==> config.mk <==
export PLATFORM = sky130hd
export DESIGN_NAME = fetch_queue
export DESIGN_NICKNAME = d
export VERILOG_FILES = /design/src/rtl/fetch_queue.sv
export SDC_FILE = /design/constraint.sdc
export NUM_CORES = 1
export LEC_CHECK = 0
export ABC_AREA = 1
export CAP_MARGIN = 40
export CORE_MARGIN = 3
export CORE_UTILIZATION = 42
export DETAILED_ROUTE_END_ITERATION = 6
export PLACE_DENSITY_LB_ADDON = 0.12
export SYNTH_ARGS = -nofsm -noshare
export SYNTH_HDL_FRONTEND = slang
export SYNTH_SLANG_ARGS = --single-unit
==> constraint.sdc <==
create_clock -name clk -period 15.9 [get_ports clk]
set_input_delay 2.385 -clock clk [delete_from_list [all_inputs] [get_ports clk]]
set_output_delay 2.385 -clock clk [all_outputs]
set_load 0.1 [all_outputs]
==> src/rtl/fetch_queue.sv <==
// fetch_queue: instruction-fetch stage between the PC block and decode.
// Issues in-order fetch requests at the current PC, pairs each returned
// instruction word with its PC and buffers the pairs in a DEPTH-entry queue.
// A slot is reserved when its request is accepted, so the queue doubles as the
// credit pool for outstanding memory requests. A flush (redirect) frees every
// slot and counts the still-outstanding responses so they can be discarded.
//
// Ports:
//   clk             clock, all state on the rising edge
//   rst             asynchronous active-low reset, released synchronously
//   pc_i            current PC from the PC block
//   flush           redirect: kill everything queued and in flight
//   pc_advance      request accepted this cycle, PC may step
//   imem_req_valid  fetch request valid
//   imem_req_ready  memory accepts the request
//   imem_addr       fetch address (equal to pc_i)
//   imem_resp_valid read data valid, in request order
//   imem_resp_data  instruction word
//   out_valid       head entry holds a complete instruction
//   out_ready       decode consumes the head entry
//   out_instr       head instruction
//   out_pc          PC of the head instruction
module fetch_queue #(
  parameter int DEPTH = 4,
  parameter int AW    = 32,
  parameter int DW    = 32
) (
  input  logic          clk,
  input  logic          rst,
  input  logic [AW-1:0] pc_i,
  input  logic          flush,
  output logic          pc_advance,
  output logic          imem_req_valid,
  input  logic          imem_req_ready,
  output logic [AW-1:0] imem_addr,
  input  logic          imem_resp_valid,
  input  logic [DW-1:0] imem_resp_data,
  output logic          out_valid,
  input  logic          out_ready,
  output logic [DW-1:0] out_instr,
  output logic [AW-1:0] out_pc
);

  localparam int PW = $clog2(DEPTH);
  localparam logic [PW:0]   FULL_C     = (PW+1)'(DEPTH);
  localparam logic [PW:0]   CNT_ZERO_C = (PW+1)'(0);
  localparam logic [PW:0]   CNT_ONE_C  = (PW+1)'(1);
  localparam logic [PW-1:0] PTR_ZERO_C = PW'(0);
  localparam logic [PW-1:0] PTR_ONE_C  = PW'(1);
  localparam logic [PW+1:0] SUM_ONE_C  = (PW+2)'(1);

  logic [1:0]    rst_sync_r;
  logic          rst_n_s;

  logic [AW-1:0] slot_pc_r    [DEPTH];
  logic [DW-1:0] slot_instr_r [DEPTH];
  logic [DEPTH-1:0] slot_rsv_r;
  logic [DEPTH-1:0] slot_fil_r;

  logic [PW-1:0] wr_ptr_r;
  logic [PW-1:0] fill_ptr_r;
  logic [PW-1:0] rd_ptr_r;
  logic [PW:0]   used_r;
  logic [PW:0]   rsv_cnt_r;
  logic [PW:0]   drop_r;

  logic          req_fire_s;
  logic          resp_drop_s;
  logic          resp_fill_s;
  logic          pop_s;
  logic [PW+1:0] drop_sum_s;
  logic [PW:0]   flush_drop_s;

  // Reset synchronizer: assertion is immediate, release follows two clock edges.
  always_ff @(posedge clk or negedge rst) begin
    if (!rst) begin
      rst_sync_r <= 2'b00;
    end else begin
      rst_sync_r <= {rst_sync_r[0], 1'b1};
    end
  end

  assign rst_n_s = rst_sync_r[1];

  // Request credit comes from the queue itself: a request needs a free slot.
  assign imem_req_valid = rst_n_s && (used_r < FULL_C) && !flush;
  assign imem_addr      = pc_i;
  assign req_fire_s     = imem_req_valid && imem_req_ready;
  assign pc_advance     = req_fire_s;

  // Stale responses (issued before a flush) are consumed first; otherwise the
  // data belongs to the oldest reserved slot. Anything else is ignored.
  assign resp_drop_s = imem_resp_valid && (drop_r != CNT_ZERO_C);
  assign resp_fill_s = imem_resp_valid && (drop_r == CNT_ZERO_C) && slot_rsv_r[fill_ptr_r];

  assign out_valid = slot_fil_r[rd_ptr_r];
  assign out_instr = slot_instr_r[rd_ptr_r];
  assign out_pc    = slot_pc_r[rd_ptr_r];
  assign pop_s     = out_valid && out_ready;

  // Outstanding-response count to discard after a flush. A response arriving
  // in the flush cycle itself is one of the outstanding ones (either already
  // owed to drop or headed for a reserved slot), so it is subtracted here.
  always_comb begin
    drop_sum_s = {1'b0, drop_r} + {1'b0, rsv_cnt_r};
    if (imem_resp_valid && ((drop_r != CNT_ZERO_C) || (rsv_cnt_r != CNT_ZERO_C))) begin
      drop_sum_s = drop_sum_s - SUM_ONE_C;
    end else begin
      drop_sum_s = drop_sum_s;
    end
    if (drop_sum_s > {1'b0, FULL_C}) begin
      flush_drop_s = FULL_C;
    end else begin
      flush_drop_s = drop_sum_s[PW:0];
    end
  end

  // Queue state: slot reservation, fill, pop and flush bookkeeping.
  always_ff @(posedge clk or negedge rst_n_s) begin
    if (!rst_n_s) begin
      for (int i = 0; i < DEPTH; i++) begin
        slot_pc_r[i]    <= '0;
        slot_instr_r[i] <= '0;
      end
      slot_rsv_r <= '0;
      slot_fil_r <= '0;
      wr_ptr_r   <= PTR_ZERO_C;
      fill_ptr_r <= PTR_ZERO_C;
      rd_ptr_r   <= PTR_ZERO_C;
      used_r     <= CNT_ZERO_C;
      rsv_cnt_r  <= CNT_ZERO_C;
      drop_r     <= CNT_ZERO_C;
    end else if (flush) begin
      slot_rsv_r <= '0;
      slot_fil_r <= '0;
      wr_ptr_r   <= PTR_ZERO_C;
      fill_ptr_r <= PTR_ZERO_C;
      rd_ptr_r   <= PTR_ZERO_C;
      used_r     <= CNT_ZERO_C;
      rsv_cnt_r  <= CNT_ZERO_C;
      drop_r     <= flush_drop_s;
    end else begin
      // Fire, fill and pop always target distinct slots (free, reserved and
      // filled respectively), so these updates never collide.
      if (req_fire_s) begin
        slot_pc_r[wr_ptr_r]  <= pc_i;
        slot_rsv_r[wr_ptr_r] <= 1'b1;
        wr_ptr_r             <= wr_ptr_r + PTR_ONE_C;
      end
      if (resp_fill_s) begin
        slot_instr_r[fill_ptr_r] <= imem_resp_data;
        slot_rsv_r[fill_ptr_r]   <= 1'b0;
        slot_fil_r[fill_ptr_r]   <= 1'b1;
        fill_ptr_r               <= fill_ptr_r + PTR_ONE_C;
      end
      if (pop_s) begin
        slot_fil_r[rd_ptr_r] <= 1'b0;
        rd_ptr_r             <= rd_ptr_r + PTR_ONE_C;
      end
      if (resp_drop_s) begin
        drop_r <= drop_r - CNT_ONE_C;
      end
      used_r    <= used_r + {{PW{1'b0}}, req_fire_s} - {{PW{1'b0}}, pop_s};
      rsv_cnt_r <= rsv_cnt_r + {{PW{1'b0}}, req_fire_s} - {{PW{1'b0}}, resp_fill_s};
    end
  end

endmodule

==> reports/qor.yml, run 1 <==
numCtsBuffers: 31
leakage_nw: 8.13
async_flop_share_pct: 100
status: "completed"
ir_worst_vdd_mv: 0.145
drv_cap: 0
ios: 169
syn_to_final_growth_pct: 30.8
start_util_pct: 43.3
dr.pass1.iters: 5
p_int_w: 0.00160
grt_pass1_wl_mm: 55.1
clockBufferDepth: 3
num_rows: 63
synth.cell_area_mm2: 0.0131
critPathLaunchType: "input pin"
cts_resized: 0
first_iter_violations: 691
utilization_pct: 56.6
finalCritPeriodShare_pct: 43.7
slowest_delay_ps: 660
grt_usage_pct: 19.8
synth.avg_cell_area_um2: 8.82
regArea_mm2: 0.00704
end_kind: "output pin"
multi_input_area_mm2: 0.00482
cp_num_buf_inv: 5
globalplace.congestion: 0.795
dpl.hpwl_mm: 19.2
diodes: 0
fin_setup_tns_ps: 0
cts_tree: "yes"
worstSetupStartpoint: "flush"
clkSlewWorstSetupHoldPaths_ps: 50
ys_ff_latch: 281
worstReg2RegStart: "rd_ptr_r[0]"
grt_max_degree: 79
final-hold-violation-count: 0
core_area_mm2: 0.0302
nets: 1764
die-height_um: 182
slew-limit-headroom_pct: 44.6
antenna_found_initial: 0
slowest_stage: "clkdlybuf4s50_1"
worstMarginPinSlew_ps: 831
n_fill_cell: 2701
synth_nets: 1577
crit_type: "input pin to output pin"
insertion_delay_ps: 550
clock-sinks: 281
holdBufCountCts: 0
comb_power_share_pct: 41.6
dieArea_mm2: 0.0333
yosys_warnings: 0
drcViolationCount: 0
required_ps: 13520
netlist_instances: 1482
hold_class: "flop to flop"
p_per_area_mw_per_mm2: 153
cts_max_level: 1
period_minus_slack_ps: 6940
via_per_inst: 5.05
ant_nets: 0
cts_root_buffer: "clkbuf_16"
hp-start: "rst_sync_r[0]"
cpMostUsedCell: "clkdlybuf4s50_1"
port_buffers: 168
sw_frac_of_total_pct: 38.9
die_w_um: 182
drive_above_1_share_pct: 11.4
cp.arrival_ps: 4560
ys.flop_type: "dfrtp_1"
cp_max_fo: 13
ys_seq_area_share_pct: 53.8
vias: 10500
synth_cell_types: 34
final_max_slew_viol_count: 0
crit_chain: "clkdlybuf4s50_1 > buf_6 > nor3b_2 > nand2_2 > inv_4 > clkdlybuf4s50_1 > buf_8"
fmax_ghz: 0.144
synth_edf_count: 0
cp_top_family: "buffers and inverters"
power_frac_seq_pct: 33.7
fin_skew_ps: 16.5
clockPowerShare_pct: 24.6
first_global_vias: 10700
grt-ovfl-total: 0
setup_viol: 0
post_drt_wl_per_cell_um: 15.6
rsz0062_at_grt: "false"
wl_mm: 32.5
post-cts-setup-buffers: 0
switchingPower_w: 0.00102
==> area by class of cell <==
| class | count | area share (%) |
|---|---|---|
| Clock buffer | 46 | 5.04 |
| Clock inverter | 4 | 0.139 |
| Inverter | 103 | 2.29 |
| Multi-Input combinational cell | 973 | 28.2 |
| Sequential cell | 281 | 41.2 |
| Tap cell | 390 | 2.85 |
| Timing Repair Buffer | 279 | 20.3 |
==> power groups by stage <==
stage | logic (W) | registers [W] | clock network, W
after floorplan | 0.000665 | 0.000885 | 0
after global placement | 0.000849 | 0.000889 | 0
after detailed placement | 0.00109 | 0.000891 | 0
after CTS | 0.00109 | 0.000880 | 0.000664
after global routing | 0.00115 | 0.000893 | 0.000693
final | 0.00109 | 0.000881 | 0.000643
==> metrics by stage <==
step / std cells / total power [W] / setup WS [ps] / hold slack (ps) / cell area [um^2]
floorplan: 1482 / 0.00155 / 4630 / 331 / 13100
global placement: 1924 / 0.00174 / 8380 / 335 / 14500
detailed placement: 2026 / 0.00198 / 8940 / 340 / 16200
CTS: 2076 / 0.00264 / 8930 / 354 / 17100
global route: 2076 / 0.00274 / 8830 / 360 / 17100
finish: 2076 / 0.00261 / 8960 / 353 / 17100
==> synth_stat cells, types with 22 or more instances <==
master | count | area share, %
ha_1 | 22 | 2.1
o22ai_1 | 64 | 3.1
inv_1 | 100 | 2.9
o21ai_1 | 134 | 5.1
nand2_1 | 288 | 8.3
dfrtp_1 | 281 | 54
buf_4 | 33 | 1.9
o21ai_0 | 233 | 8.9
buf_6 | 29 | 2.5
o21ai_2 | 23 | 1.5
nor2_1 | 153 | 4.4
clkbuf_1 | 46 | 1.3
==> final timing paths <==
| path | to | slack (ps) | cells after the start |
|---|---|---|---|
| min reg2reg | rst_sync_r[1] | 350 | 0 |
| max reg2reg | used_r[2] | 12150 | 16 |
| max in group asynchronous | slot_instr_r[36] | 13670 | 3 |
| min | rst_sync_r[1] | 350 | 0 |
| min in group asynchronous | slot_instr_r[93] | 400 | 0 |
| max | pc_advance | 8960 | 7 |
==> cell usage in the layout (no fill, tap or decap), drive strengths merged <==
| cell | count |
|---|---|
| a21oi | 11 |
| dfrtp | 281 |
| xor2 | 2 |
| o21ai | 390 |
| clkinv | 3 |
| nand2 | 297 |
| nand3 | 12 |
| o21bai | 1 |
| clkdlybuf4s50 | 168 |
| buf | 111 |
| ha | 22 |
| a22o | 1 |
| o22ai | 64 |
| nor2 | 155 |
| fa | 3 |
| clkbuf | 46 |
| inv | 104 |
| nor3 | 3 |
| xnor2 | 3 |
| conb | 1 |
| a211oi | 5 |
| nor3b | 1 |
| o211ai | 1 |
| nand4 | 1 |
==> sequential cells by signal, indices dropped and copies added, names as in the netlist <==
signal,flops
rsv_cnt_r,3
rst_sync_r,2
slot_instr_r,128
slot_fil_r,4
wr_ptr_r,2
fill_ptr_r,2
drop_r,3
slot_rsv_r,4
slot_pc_r,128
used_r,3
rd_ptr_r,2
==> routing by layer <==
metal	vias to the layer above	global-route usage [%]	part of all wire, %
met2	225	34.1	48
met1	4982	27.3	47
li1	5234	-	-
met3	38	2.43	3.8
met5	-	0	0
met4	0	3.96	1.8
==> cell families (layout without fill, tap and decap cells) <==
family	after synthesis	after routing	synth area share, %
adder cells (fa/ha/maj)	25	25	2.56
XOR/XNOR	5	5	0.335
AO/OA/AOI/OAI	473	473	19.5
flip-flops	281	281	53.8
other	1	1	0.0287
buffers and inverters	228	432	9.33
AND/OR/NAND/NOR	469	469	14.4
Power figures use the tool's default switching activity.
==> run 2: changes to the inputs <==
==> constraint.sdc (replaced) <==
create_clock -name clk -period 6.6 [get_ports clk]
set_input_delay 0.99 -clock clk [delete_from_list [all_inputs] [get_ports clk]]
set_output_delay 0.99 -clock clk [all_outputs]
set_load 0.1 [all_outputs]
==> reports/qor.yml, run 2 (same netlist as run 1, synthesis figures left out) <==
status: "completed"
die-height_um: 182
cp_max_fo: 49
ir_worst_vdd_mv: 0.304
die_w_um: 182
comb_power_share_pct: 40.4
drv_cap: 0
slowest_delay_ps: 670
cts_root_buffer: "clkbuf_16"
rsz0062_at_grt: "false"
leakage_nw: 8.22
crit_chain: "inv_4 > buf_12 > buf_4 > o21ai_0 > o22ai_1 > clkdlybuf4s50_1 > buf_16"
ant_nets: 0
drive_above_1_share_pct: 12.2
p_int_w: 0.00397
final-hold-violation-count: 0
grt_max_degree: 85
start_util_pct: 43.3
crit_type: "flop to output pin"
cts_tree: "yes"
required_ps: 5610
port_buffers: 168
dpl.hpwl_mm: 19.8
final_max_slew_viol_count: 0
vias: 10600
grt-ovfl-total: 0
setup_viol: 0
p_per_area_mw_per_mm2: 373
numCtsBuffers: 31
slew-limit-headroom_pct: 45.9
diodes: 0
regArea_mm2: 0.00704
critPathLaunchType: "flop"
insertion_delay_ps: 550
clkSlewWorstSetupHoldPaths_ps: 60
sw_frac_of_total_pct: 38.3
layout_commonest_cell: "nand2_1"
via_per_inst: 5.07
switchingPower_w: 0.00246
final_cells: 2084
core_area_mm2: 0.0302
largestRegisters: "slot_instr_r: 128 flops, slot_pc_r: 128 flops"
post-cts-setup-buffers: 0
dieArea_mm2: 0.0333
end_kind: "output pin"
holdBufCountCts: 0
globalplace.congestion: 0.774
cts_max_level: 1
fin_setup_tns_ps: 0
fin_skew_ps: 15.5
clockPowerShare_pct: 26.6
num_rows: 63
finalCritPeriodShare_pct: 68.8
ios: 169
place_inst: 2029
hold_class: "flop to asynchronous set/reset pin"
first_global_vias: 10700
worstMarginPinSlew_ps: 811
n_fill_cell: 2635
antenna_found_initial: 0
dr.pass1.iters: 5
clockBufferDepth: 3
slowest_stage: "dfrtp_4"
grt_usage_pct: 19.8
total_power_w: 0.00643
fmax_ghz: 0.220
multi_input_area_mm2: 0.00482
cts_resized: 0
post_drt_wl_per_cell_um: 15.6
wl_mm: 32.5
clock-sinks: 281
cp.arrival_ps: 3550
power_frac_seq_pct: 33.0
first_iter_violations: 703
drcViolationCount: 0
period_minus_slack_ps: 4540
utilization_pct: 57.1
grt_pass1_wl_mm: 55.0
layout_common_cells: "nand2_1 (288), dfrtp_1 (278), o21ai_0 (233)"
nets: 1767
syn_to_final_growth_pct: 31.9
-- run 2: cell count changes in the layout (fill, tap and decap cells not counted), sizes merged --
cell / delta
bufinv: +2
buf: +3
clkinvlp: +1
clkinv: +3
inv: -1
-- run 2: cell type report --
class / count / area share, %
clock buffers: 46 / 5.35
clock inverters: 9 / 0.566
inverters: 103 / 2.27
multi-input cells: 973 / 28.0
flip-flops and latches: 281 / 40.8
well taps: 390 / 2.83
repair buffers: 282 / 20.2
-- run 2: path summary, 6_finish.rpt --
kind	from	end	slack [ps]	cells after the start
min	rst_sync_r[1]	slot_pc_r[45]	270	0
min reg2reg	rst_sync_r[1]	slot_pc_r[45]	270	0
max reg2reg	rd_ptr_r[0]	used_r[2]	3350	15
max	rd_ptr_r[0]	out_instr[0]	2060	7
min in group clk	rst_sync_r[0]	rst_sync_r[1]	360	0
max in group asynchronous	rst_sync_r[1]	slot_instr_r[5]	4530	3
-- run 2: per-layer routing --
| metal | GRT usage (%) | up-vias | share of wire, % |
|---|---|---|---|
| li1 | - | 5251 | - |
| met1 | 27.8 | 5043 | 46 |
| met2 | 33.3 | 242 | 48 |
| met3 | 2.63 | 36 | 4.8 |
| met4 | 3.69 | 0 | 1.4 |
| met5 | 0 | - | 0 |
-- run 2: worst max-delay path: cells and delay by family, from the launching register on --
kind                   cells  cell delay, ps
buffers and inverters      5            1980
AOI/OAI and AO/OA          2             330
DFF                        1             670
-- run 2: stage by stage --
step,area [um^2],worst slack (ps),hold WS [ps]
final,17200,2060,272
after global placement,14500,1860,308
after CTS,17200,2010,304
after detailed placement,16200,2570,306
after global routing,17200,1880,315
after floorplan,13100,1200,331
-- run 2: power by group through the flow --
stage | registers, W | logic (W) | clock network, W
floorplan | 0.00213 | 0.00160 | 0
global placement | 0.00214 | 0.00205 | 0
detailed placement | 0.00215 | 0.00261 | 0
CTS | 0.00212 | 0.00262 | 0.00176
global route | 0.00215 | 0.00276 | 0.00183
finish | 0.00212 | 0.00259 | 0.00171
